**config.mk**
```make
export PLATFORM = sky130hd
export DESIGN_NAME = fifo_rr_drain
export DESIGN_NICKNAME = d
export VERILOG_FILES = /design/src/rtl/fifo_rr_pkg.sv /design/src/rtl/rr_pick.sv /design/src/rtl/fifo_rr_drain.sv
export SDC_FILE = /design/constraint.sdc
export NUM_CORES = 1
export LEC_CHECK = 0
export ABC_CLOCK_PERIOD_IN_PS = 2600
export BUFFER_PORTS_ARGS = -buffer_cell sky130_fd_sc_hd__buf_2
export CORE_MARGIN = 5
export CORE_UTILIZATION = 52
export DETAILED_ROUTE_END_ITERATION = 6
export PLACE_DENSITY = 0.81
export SLEW_MARGIN = 20
export SYNTH_ARGS = -nofsm -noshare
export SYNTH_HDL_FRONTEND = slang
export SYNTH_SLANG_ARGS = --single-unit
```
**constraint.sdc**
```tcl
create_clock -name clk -period 2.6 [get_ports clk]
set_clock_uncertainty 0.05 [all_clocks]
set_input_delay 0.26 -clock clk [delete_from_list [all_inputs] [get_ports clk]]
set_output_delay 0.26 -clock clk [all_outputs]
set_load 0.01 [all_outputs]
```
**src/rtl/fifo_rr_pkg.sv**
```systemverilog
// Shared definitions for the round-robin FIFO drain scheduler and its arbiters.
package fifo_rr_pkg;

    typedef enum logic {
        ST_IDLE  = 1'b0,
        ST_GRANT = 1'b1
    } state_e;

    // Burst counter width; covers the largest legal BURST of 255.
    localparam int unsigned CNT_W = 8;

    // Channel-ID width needed to address ch channels (at least 1 bit).
    function automatic int unsigned cw_for_ch(input int unsigned ch);
        return (ch <= 1) ? 1 : $clog2(ch);
    endfunction

endpackage

```
**src/rtl/rr_pick.sv**
```systemverilog
// Combinational rotating-priority picker: first set request at or after ptr_i, wrapping mod N.
module rr_pick #(
    parameter int unsigned N  = 4,
    parameter int unsigned IW = 2
) (
    input  logic [N-1:0]  req_i,
    input  logic [IW-1:0] ptr_i,
    output logic [IW-1:0] idx_o,
    output logic          found_o
);

    logic [IW:0] cand;

    // Walk ptr, ptr+1, ... with an explicit wrap so non-power-of-2 N works.
    always_comb begin
        idx_o   = '0;
        found_o = 1'b0;
        cand    = '0;
        for (int unsigned i = 0; i < N; i++) begin
            cand = {1'b0, ptr_i} + (IW+1)'(i);
            if (cand >= (IW+1)'(N)) begin
                cand = cand - (IW+1)'(N);
            end
            if (!found_o && req_i[cand[IW-1:0]]) begin
                found_o = 1'b1;
                idx_o   = cand[IW-1:0];
            end
        end
    end

endmodule

```
**src/rtl/fifo_rr_drain.sv**
```systemverilog
// Round-robin drain of CH FWFT FIFOs into one registered valid/ready stream.
// Optional macro FIFO_RR_DRAIN_LAST_EN adds m_last (end-of-grant marker) at the
// cost of one extra cycle of pop-to-valid latency.
module fifo_rr_drain
    import fifo_rr_pkg::*;
#(
    parameter int unsigned DW    = 8,
    parameter int unsigned CH    = 4,
    parameter int unsigned CW    = 2,
    parameter int unsigned BURST = 4
) (
    input  logic             clk,
    input  logic             rst,
    input  logic [CH-1:0]    ch_empty,
    input  logic [CH*DW-1:0] ch_dout,
    output logic [CH-1:0]    ch_rd_en,
    output logic             m_valid,
    output logic [DW-1:0]    m_data,
    output logic [CW-1:0]    m_ch,
    input  logic             m_ready,
`ifdef FIFO_RR_DRAIN_LAST_EN
    output logic             m_last,
`endif
    output logic             busy
);

    // Parameter legality is enforced at elaboration.
    if (CH < 2 || CH > 16 || CW != cw_for_ch(CH)) begin : g_bad_ch
        $fatal(1, "fifo_rr_drain: illegal CH/CW combination");
    end
    if (BURST < 1 || BURST > 255) begin : g_bad_burst
        $fatal(1, "fifo_rr_drain: BURST out of range");
    end

    localparam logic [CNT_W-1:0] LAST_CNT = CNT_W'(BURST - 1);
    localparam logic [CW-1:0]    CH_MAX   = CW'(CH - 1);

    state_e            state_q, state_d;
    logic [CW-1:0]     gnt_q, gnt_d;
    logic [CW-1:0]     ptr_q, ptr_d;
    logic [CNT_W-1:0]  cnt_q, cnt_d;
    logic              m_valid_q, m_valid_d;
    logic [DW-1:0]     m_data_q, m_data_d;
    logic [CW-1:0]     m_ch_q, m_ch_d;
    logic              busy_q;

    logic [CH-1:0]     rd_en_c;
    logic              can_pop_c;
    logic              out_free_c;
    logic              gnt_empty_c;
    logic              burst_end_c;
    logic [CW-1:0]     pick_idx;
    logic              pick_found;
    logic [DW-1:0]     dout_a [CH];

`ifdef FIFO_RR_DRAIN_LAST_EN
    logic              stg_v_q, stg_v_d;
    logic [DW-1:0]     stg_data_q, stg_data_d;
    logic [CW-1:0]     stg_ch_q, stg_ch_d;
    logic              stg_end_q, stg_end_d;
    logic              m_last_q, m_last_d;
    logic              move_c;
`endif

    // Unpack the flat head-word bus into one word per channel.
    for (genvar g = 0; g < CH; g++) begin : g_dout
        assign dout_a[g] = ch_dout[g*DW +: DW];
    end

    rr_pick #(
        .N  (CH),
        .IW (CW)
    ) u_pick (
        .req_i   (~ch_empty),
        .ptr_i   (ptr_q),
        .idx_o   (pick_idx),
        .found_o (pick_found)
    );

    // Next-state, pop strobe and output-register update.
    always_comb begin
        state_d     = state_q;
        gnt_d       = gnt_q;
        ptr_d       = ptr_q;
        cnt_d       = cnt_q;
        m_valid_d   = m_valid_q;
        m_data_d    = m_data_q;
        m_ch_d      = m_ch_q;
        rd_en_c     = '0;
        can_pop_c   = 1'b0;
        out_free_c  = !m_valid_q || m_ready;
        gnt_empty_c = ch_empty[gnt_q];
        burst_end_c = (cnt_q == LAST_CNT);
`ifdef FIFO_RR_DRAIN_LAST_EN
        stg_v_d     = stg_v_q;
        stg_data_d  = stg_data_q;
        stg_ch_d    = stg_ch_q;
        stg_end_d   = stg_end_q;
        m_last_d    = m_last_q;
        move_c      = stg_v_q && out_free_c;
`endif

        case (state_q)
            ST_IDLE: begin
                if (pick_found) begin
                    gnt_d   = pick_idx;
                    cnt_d   = '0;
                    state_d = ST_GRANT;
                end
            end
            ST_GRANT: begin
`ifdef FIFO_RR_DRAIN_LAST_EN
                can_pop_c = !gnt_empty_c && (!stg_v_q || out_free_c);
`else
                can_pop_c = !gnt_empty_c && out_free_c;
`endif
                rd_en_c[gnt_q] = can_pop_c;
                if (can_pop_c) begin
                    cnt_d = cnt_q + CNT_W'(1);
                end
                if ((can_pop_c && burst_end_c) || gnt_empty_c) begin
                    state_d = ST_IDLE;
                    ptr_d   = (gnt_q == CH_MAX) ? '0 : gnt_q + CW'(1);
                end
            end
            default: state_d = ST_IDLE;
        endcase

`ifdef FIFO_RR_DRAIN_LAST_EN
        // Popped word waits one cycle in the stage so the channel's post-pop
        // empty flag can decide m_last.
        if (can_pop_c) begin
            stg_v_d    = 1'b1;
            stg_data_d = dout_a[gnt_q];
            stg_ch_d   = gnt_q;
            stg_end_d  = burst_end_c;
        end else if (move_c) begin
            stg_v_d = 1'b0;
        end
        if (move_c) begin
            m_valid_d = 1'b1;
            m_data_d  = stg_data_q;
            m_ch_d    = stg_ch_q;
            m_last_d  = stg_end_q || ch_empty[stg_ch_q];
        end else if (m_valid_q && m_ready) begin
            m_valid_d = 1'b0;
        end
`else
        if (can_pop_c) begin
            m_valid_d = 1'b1;
            m_data_d  = dout_a[gnt_q];
            m_ch_d    = gnt_q;
        end else if (m_valid_q && m_ready) begin
            m_valid_d = 1'b0;
        end
`endif
    end

    // State and datapath registers; reset drops any held word.
    always_ff @(posedge clk or posedge rst) begin
        if (rst) begin
            state_q    <= ST_IDLE;
            gnt_q      <= '0;
            ptr_q      <= '0;
            cnt_q      <= '0;
            m_valid_q  <= 1'b0;
            m_data_q   <= '0;
            m_ch_q     <= '0;
            busy_q     <= 1'b0;
`ifdef FIFO_RR_DRAIN_LAST_EN
            stg_v_q    <= 1'b0;
            stg_data_q <= '0;
            stg_ch_q   <= '0;
            stg_end_q  <= 1'b0;
            m_last_q   <= 1'b0;
`endif
        end else begin
            state_q    <= state_d;
            gnt_q      <= gnt_d;
            ptr_q      <= ptr_d;
            cnt_q      <= cnt_d;
            m_valid_q  <= m_valid_d;
            m_data_q   <= m_data_d;
            m_ch_q     <= m_ch_d;
            busy_q     <= (state_d == ST_GRANT);
`ifdef FIFO_RR_DRAIN_LAST_EN
            stg_v_q    <= stg_v_d;
            stg_data_q <= stg_data_d;
            stg_ch_q   <= stg_ch_d;
            stg_end_q  <= stg_end_d;
            m_last_q   <= m_last_d;
`endif
        end
    end

    assign ch_rd_en = rst ? '0 : rd_en_c;
    assign m_valid  = m_valid_q;
    assign m_data   = m_data_q;
    assign m_ch     = m_ch_q;
    assign busy     = busy_q;
`ifdef FIFO_RR_DRAIN_LAST_EN
    assign m_last   = m_last_q;
`endif

endmodule

```
==> run summary, run 1 <==
Top post-synthesis cells by area - dfrtp_1 41%, mux4_2 12%, mux2i_1 6.8%
Least-Margin Pin Slew - 0.923 ns
RSZ-0062 raised after global routing - no
GRT Total Usage - 18.5%
CTS tree - yes
CP Depth - 5
Syn_nets - 164
Std-Cell Rows - 19
Post-route core utilization - 65.9%
Drt total wl - 3.34 mm
Crit path cell chain - mux2i_1 > and4_1 > nor2_8 > nor3b_1 > buf_2
Synthesis-to-layout area growth - 21.9%
Hold WC Path Type - primary input to async pin
Share of cells above drive strength 1 - 46.6%
Largest net degree at the start of global routing - 25
Reg2reg end - ptr_q[0]
Residual DRC - 0
Critical Path Source Type - register
CTS buffer count - 3
Total leakage power - 0.929 nW
Largest area contributor in the netlist - dfrtp_1
Setup Buffers After CTS - 0
Delay-heaviest family, CP - simple AND/OR/NAND/NOR gates
Clk sinks - 24
Clock tree buffer depth - 2
Initial antenna violation count - 0
DRT Pass-1 Iters - 4
Critical path start-end classification - register to output port
Placer congestion estimate - 0.799
Remaining Overflow, GRT - 0
Place WS - 0.648 ns
WP data required - 2.29 ns
Yosys warns - 0
Die width - 63.3 um
Post-synthesis sequential area ratio - 40.7%
Hold Slack - 0.107 ns
Syn Area/Cell - 12.3 um2
Max stage delay on crit path - 0.48 ns
Critical path's slowest cell - and4_1
Setup crit end - ch_rd_en[1]
R2R depth - 5
Final setup vio count - 0
Worst-path fanout max - 15
Die area - 0.00400 mm2
Chip Height - 63.3 um
Crit path capture type - output port
H-tree levels - 1
Core area - 0.00273 mm2
Crit path buf inv count - 1
Most frequent cells in the layout - 54 x buf_2, 24 x dfrtp_1, 11 x nand2_1, 10 x mux2i_1, 8 x mux4_2
Synth Cell Area - 0.00148 mm2
Commonest non-fill, non-tap cell in the layout - buf_2
Post_cts resized - 0
Mapped Cells - 120
Vias - 1172
Async S/R FF share, synth - 100%
Synthesized flop and latch total - 24
Max IR drop VDD - 864 uV
Vias/cell - 5.72
Final WS setup - 0.276 ns
WL per Instance - 16.3 um
Starting density of the core - 54.0%
Slew Viols, Final - 0
Io pins - 55
Max-Cap Viols - 0
Clock transition at path regs - 0.13 ns
Rel. slew slack - 38.4%
CTS Root Buffer Type - clkbuf_4
Total power - 1.83 mW
Critical R2R Launch - cnt_q[0]
Vias in the first global route - 1241
Final HPWL from detailed placement - 2.60 mm
Fmax - 0.430 GHz
Global-route wire length before repair - 5.80 mm
Minimum clock period - 2.32 ns
Worst reg2reg setup slack - 0.73 ns
TNS Setup - 0 ns
N_diodes - 0
Worst skew pair latency - 0.32 ns
Yosys top cell area share - 40.7%
Main synth FF type - dfrtp_1
Final period utilization - 89.4%
DR iter-0 viols - 26
Final Hold Vio Count - 0
CP arrival - 2.01 ns
Distinct cell type count after synthesis - 32
Status - finished, final reports clean
PortBufs - 54
Cts-stage hold buffer count - 0
DRT antenna net count - 0
Worst Setup SP - gnt_q[1]
Nets@finish - 219
Number of synthesized flops with an enable pin - 0
PD cells - 1010 mW/mm2
## power by group
| group | switching (mW) | internal [mW] |
|---|---|---|
| clock network | 0.117 | 0.156 |
| logic | 0.444 | 0.486 |
| registers | 0.107 | 0.515 |
## registers in the layout (all words and copies together), names as in the netlist
signal and cells:
cnt_q 8, m_data 8, gnt_q 2, m_ch 2, ptr_q 2, busy 1
m_valid 1
## per-layer routing
metal  part of all wire (%)  vias to the layer above  global-route usage (%)
met5                      0                        -                       0
met4                    2.0                        0                    8.57
met3                    8.1                        5                    4.97
met2                     50                       44                    32.1
met1                     40                      568                    21.0
li1                       -                      555                       -
## area by class of cell
cell class | instances | area, um2
inverters | 5 | 18.8
repair buffers | 56 | 285
clock inverters | 1 | 30.0
flip-flops and latches | 24 | 601
multi-input cells | 85 | 805
fillers | 206 | 933
well taps | 31 | 38.8
clock buffers | 3 | 22.5
## Yosys cell counts, types with 2 or more instances
| library cell | count |
|---|---|
| buf_6 | 2 |
| and3_1 | 3 |
| o31ai_1 | 3 |
| nand2_1 | 11 |
| and4_1 | 2 |
| ha_1 | 5 |
| mux4_2 | 8 |
| nor2_1 | 3 |
| mux2_4 | 4 |
| o21ai_0 | 5 |
| mux2i_1 | 10 |
| mux2_2 | 7 |
| clkbuf_1 | 2 |
| a21oi_1 | 2 |
| dfrtp_1 | 24 |
| inv_1 | 5 |
| o2111ai_1 | 3 |
| nand2b_1 | 4 |
| nor3b_1 | 4 |
## worst min path at each step
stage | start | to | slack (ns) | depth (start not counted)
after global routing | rst | m_ch[1] | 0.17 | 2
after CTS | rst | busy | 0.12 | 2
after detailed placement | m_data[3] | m_data[3] | 0.44 | 1
after floorplan | rst | busy | 0.22 | 1
final | rst | m_data[5] | 0.11 | 2
after global placement | m_data[6] | m_data[6] | 0.44 | 1
## cell families (layout without fill, tap and decap cells)
logic type	after synthesis	after routing	synth area share, %
compound gates	19	19	8.98
fa+ha+maj	5	5	4.24
buf+inv	11	65	4.83
flops	24	24	40.7
mux	29	29	28.4
simple gates	32	32	12.9
## worst register-to-register path, stage by stage, from the launching register on
cell	delay (ns)
dfrtp_1	0.44
ha_1	0.26
nor4b_1	0.15
and3_1	0.18
o21ai_0	0.31
mux2_2	0.37
## through the flow
step                      instance area [um2]  std cells
after floorplan                          1480        120
after global placement                   1750        201
after detailed placement                 1750        201
after CTS                                1800        205
after global routing                     1800        205
final                                    1800        205
No activity file was read; power rests on OpenSTA's default activity.
==> run 2: changes to the inputs <==
--- a/config.mk
+++ b/config.mk
@@ -8,9 +8,9 @@
 export ABC_CLOCK_PERIOD_IN_PS = 2600
 export BUFFER_PORTS_ARGS = -buffer_cell sky130_fd_sc_hd__buf_2
 export CORE_MARGIN = 5
-export CORE_UTILIZATION = 52
+export CORE_UTILIZATION = 50
 export DETAILED_ROUTE_END_ITERATION = 6
-export PLACE_DENSITY = 0.81
+export PLACE_DENSITY = 0.78
 export SLEW_MARGIN = 20
 export SYNTH_ARGS = -nofsm -noshare
 export SYNTH_HDL_FRONTEND = slang
==> run summary, run 2 (synthesis results as in run 1) <==
Clock tree buffer depth - 2
Clk sinks - 24
Nets@finish - 219
CTS Root Buffer Type - clkbuf_4
Final setup vio count - 0
Most frequent cells in the layout - 54 x buf_2, 24 x dfrtp_1, 11 x nand2_1, 10 x mux2i_1, 8 x mux4_2
Crit path capture type - output port
Commonest non-fill, non-tap cell in the layout - buf_2
FF+latch area - 601 um2
Critical path's slowest cell - dfrtp_1
Vias - 1157
Status - finished, final reports clean
Final Hold Vio Count - 0
Residual DRC - 0
Drt total wl - 3.31 mm
Crit path buf inv count - 2
Initial antenna violation count - 0
Die width - 64.3 um
Remaining Overflow, GRT - 0
Fmax - 0.428 GHz
DRT antenna net count - 0
Delay-heaviest family, CP - simple AND/OR/NAND/NOR gates
WL per Instance - 16.1 um
PortBufs - 54
Multi-input logic area - 805 um2
Hold WC Path Type - primary input to async pin
Setup Buffers After CTS - 0
Slew Viols, Final - 0
WP data required - 2.29 ns
Core area - 0.00281 mm2
Post_cts resized - 0
Vias/cell - 5.64
Final period utilization - 90.0%
# fillers - 228
Cts-stage hold buffer count - 0
DP Area - 0.00175 mm2
CTS tree - yes
Placer congestion estimate - 0.850
TNS Setup - 0 ns
Worst reg2reg setup slack - 0.69 ns
GRT Total Usage - 17.3%
Worst skew pair latency - 0.31 ns
Rel. slew slack - 39.9%
Final HPWL from detailed placement - 2.64 mm
H-tree levels - 1
Synthesis-to-layout area growth - 21.9%
Starting density of the core - 52.6%
Least-Margin Pin Slew - 0.901 ns
Fin area - 0.00180 mm2
Critical path start-end classification - register to output port
Share of cells above drive strength 1 - 46.6%
Max stage delay on crit path - 0.54 ns
Critical Path Source Type - register
Die area - 0.00414 mm2
R2R depth - 4
RSZ-0062 raised after global routing - no
N_diodes - 0
Max-Cap Viols - 0
Global-route wire length before repair - 5.62 mm
Clock transition at path regs - 0.14 ns
CP Depth - 5
PD cells - 1010 mW/mm2
Vias in the first global route - 1244
Std-Cell Rows - 19
CTS buffer count - 3
Total power - 1.82 mW
Hold Slack - 0.119 ns
Max IR drop VDD - 601 uV
Minimum clock period - 2.34 ns
DR iter-0 viols - 25
Chip Height - 64.3 um
DRT Pass-1 Iters - 4
CP arrival - 2.03 ns
Largest net degree at the start of global routing - 25
Io pins - 55
Total leakage power - 0.929 nW
Crit path cell chain - inv_1 > and4_1 > nor2_8 > nor3b_1 > buf_2
Worst-path fanout max - 15
==> run 2: cell counts in the layout (fill, tap and decap cells not counted) <==
No cell type changed its count.
==> run 2: layout make-up <==
type	instances	share of cell area [%]
Sequential cell	24	33.4
Multi-Input combinational cell	85	44.7
Inverter	5	1.04
Tap cell	31	2.15
Clock inverter	1	1.67
Clock buffer	3	1.25
Timing Repair Buffer	56	15.8
==> run 2: worst paths after layout <==
check	startpoint	end
min in group clk	ch_empty[3]	gnt_q[1]
max in group asynchronous	rst	m_data[7]
min	rst	gnt_q[1]
max reg2reg	gnt_q[0]	m_data[5]
min reg2reg	m_data[4]	m_data[4]
max	gnt_q[0]	ch_rd_en[3]
==> run 2: per-layer routing <==
| layer | global-route usage (%) | up-vias | share of wire [%] |
|---|---|---|---|
| li1 | - | 557 | - |
| met1 | 20.3 | 551 | 41 |
| met2 | 31.1 | 43 | 50 |
| met3 | 3.50 | 6 | 7.0 |
| met4 | 6.07 | 0 | 2.1 |
| met5 | 0 | - | 0 |
==> run 2: where the power goes <==
part	switching, mW	total, mW	leakage (nW)	internal, mW
clock network	0.112	0.268	0.0279	0.156
logic	0.429	0.916	0.600	0.487
registers	0.122	0.637	0.301	0.515
total	0.664	1.82	0.929	1.16
==> run 2: worst reg2reg max path, cell delays in order, from the launching register on <==
cell,delay (ns)
dfrtp_1,0.61
inv_1,0.15
and4_1,0.31
nor2_8,0.32
mux2_2,0.38
==> run 2: through the flow <==
| step | utilization, % | std cells | setup slack (ns) |
|---|---|---|---|
| floorplan | - | 120 | 0.791 |
| global placement | 62.3 | 201 | 0.741 |
| detailed placement | 62.3 | 201 | 0.621 |
| CTS | 64.2 | 205 | 0.258 |
| global route | 64.2 | 205 | 0.0859 |
| finish | 64.2 | 205 | 0.261 |
==> run 3: changes to the inputs <==
--- a/config.mk
+++ b/config.mk
@@ -5,12 +5,12 @@
 export SDC_FILE = /design/constraint.sdc
 export NUM_CORES = 1
 export LEC_CHECK = 0
-export ABC_CLOCK_PERIOD_IN_PS = 2600
+export ABC_CLOCK_PERIOD_IN_PS = 2590
 export BUFFER_PORTS_ARGS = -buffer_cell sky130_fd_sc_hd__buf_2
 export CORE_MARGIN = 5
-export CORE_UTILIZATION = 50
+export CORE_UTILIZATION = 49
 export DETAILED_ROUTE_END_ITERATION = 6
-export PLACE_DENSITY = 0.78
+export PLACE_DENSITY = 0.77
 export SLEW_MARGIN = 20
 export SYNTH_ARGS = -nofsm -noshare
 export SYNTH_HDL_FRONTEND = slang
==> constraint.sdc (replaced) <==
create_clock -name clk -period 2.59 [get_ports clk]
set_clock_uncertainty 0.05 [all_clocks]
set_input_delay 0.259 -clock clk [delete_from_list [all_inputs] [get_ports clk]]
set_output_delay 0.259 -clock clk [all_outputs]
set_load 0.01 [all_outputs]
==> run summary, run 3 (synthesis results as in run 1) <==
Critical path's slowest cell - and4_1
Critical R2R Launch - cnt_q[0]
# fillers - 259
CP arrival - 2.12 ns
GRT Total Usage - 16.5%
Core area - 0.00298 mm2
TNS Setup - 0 ns
Vias/cell - 5.76
Post-route core utilization - 59.5%
DRT Pass-1 Iters - 4
CTS tree - yes
PD cells - 960 mW/mm2
Final setup vio count - 0
Max IR drop VDD - 633 uV
DRT antenna net count - 0
Largest net degree at the start of global routing - 25
Global-route wire length before repair - 5.43 mm
Remaining Overflow, GRT - 0
Residual DRC - 0
CTS buffer count - 3
DR iter-0 viols - 22
Delay-heaviest family, CP - simple AND/OR/NAND/NOR gates
Commonest non-fill, non-tap cell in the layout - buf_2
Slew Viols, Final - 0
Clk sinks - 24
Critical Path Source Type - register
WL per Instance - 15.4 um
Critical path start-end classification - register to output port
Chip Height - 64.9 um
N_diodes - 0
Final Hold Vio Count - 0
Setup Buffers After CTS - 0
Starting density of the core - 49.6%
Status - finished, final reports clean
Final period utilization - 93.8%
Worst skew pair latency - 0.30 ns
Max stage delay on crit path - 0.50 ns
Least-Margin Pin Slew - 0.905 ns
Drt total wl - 3.17 mm
Hold Slack - 0.129 ns
Max-Cap Viols - 0
Nets@finish - 219
Most frequent cells in the layout - 54 x buf_2, 24 x dfrtp_1, 11 x nand2_1, 10 x mux2i_1, 8 x mux4_2
Share of cells above drive strength 1 - 46.2%
CTS Root Buffer Type - clkbuf_4
Rel. slew slack - 39.6%
Worst reg2reg setup slack - 0.69 ns
Placer congestion estimate - 0.788
Synthesis-to-layout area growth - 20.1%
Minimum clock period - 2.43 ns
Hold WC Path Type - primary input to async pin
Vias in the first global route - 1212
Crit path cell chain - mux2i_1 > and4_1 > nor2_8 > nor3b_1 > buf_2
Clock transition at path regs - 0.12 ns
Initial antenna violation count - 0
R2R depth - 5
Fmax - 0.412 GHz
Die area - 0.00421 mm2
RSZ-0062 raised after global routing - no
Reg2reg end - ptr_q[1]
Vias - 1186
Std-Cell Rows - 20
Clock tree buffer depth - 2
CP Depth - 5
H-tree levels - 1
Final HPWL from detailed placement - 2.55 mm
Crit path buf inv count - 1
Crit path capture type - output port
Io pins - 55
Total power - 1.70 mW
Worst-path fanout max - 15
Die width - 64.9 um
WP data required - 2.28 ns
Cts-stage hold buffer count - 0
Post_cts resized - 0
PortBufs - 54
Worst Setup SP - gnt_q[1]
Setup crit end - ch_rd_en[2]
Total leakage power - 0.915 nW
-- run 3: worst min path at each step --
stage                         start        end  slack, ns  cells past startpoint
after floorplan                 rst       busy       0.22                      1
after global placement    m_data[2]  m_data[2]       0.44                      1
after detailed placement  m_data[3]  m_data[3]       0.44                      1
after CTS                       rst   gnt_q[0]       0.15                      2
after global routing            rst    m_ch[1]       0.21                      2
final                           rst   gnt_q[0]       0.13                      2
-- run 3: metal layers --
layer	up-vias	track usage, %	share of wire [%]
met5	-	0	0
met4	0	6.33	2.1
met3	6	2.60	5.9
met2	35	30.5	51
met1	585	18.7	41
li1	560	-	-
-- run 3: cell type report --
class                           instances  area, um2  area share [%]
Clock buffer                            3       22.5            1.27
Inverter                                5       18.8            1.06
Multi-Input combinational cell         85        805            45.4
Sequential cell                        24        601            33.9
Tap cell                               33       41.3            2.33
Timing Repair Buffer                   56        285            16.1
-- run 3: power by group --
part / switching (mW) / total, mW / leakage, nW / internal, mW
Sequential: 0.0996 / 0.617 / 0.301 / 0.518
Clock: 0.102 / 0.156 / 0.0138 / 0.0543
Combinational: 0.441 / 0.928 / 0.600 / 0.488
-- run 3: metrics by stage --
step,setup slack (ns),area [um2],std cells
after global routing,0.0172,1770,206
after CTS,0.169,1770,206
after global placement,0.756,1750,203
after floorplan,0.782,1480,120
final,0.160,1770,206
after detailed placement,0.539,1750,203
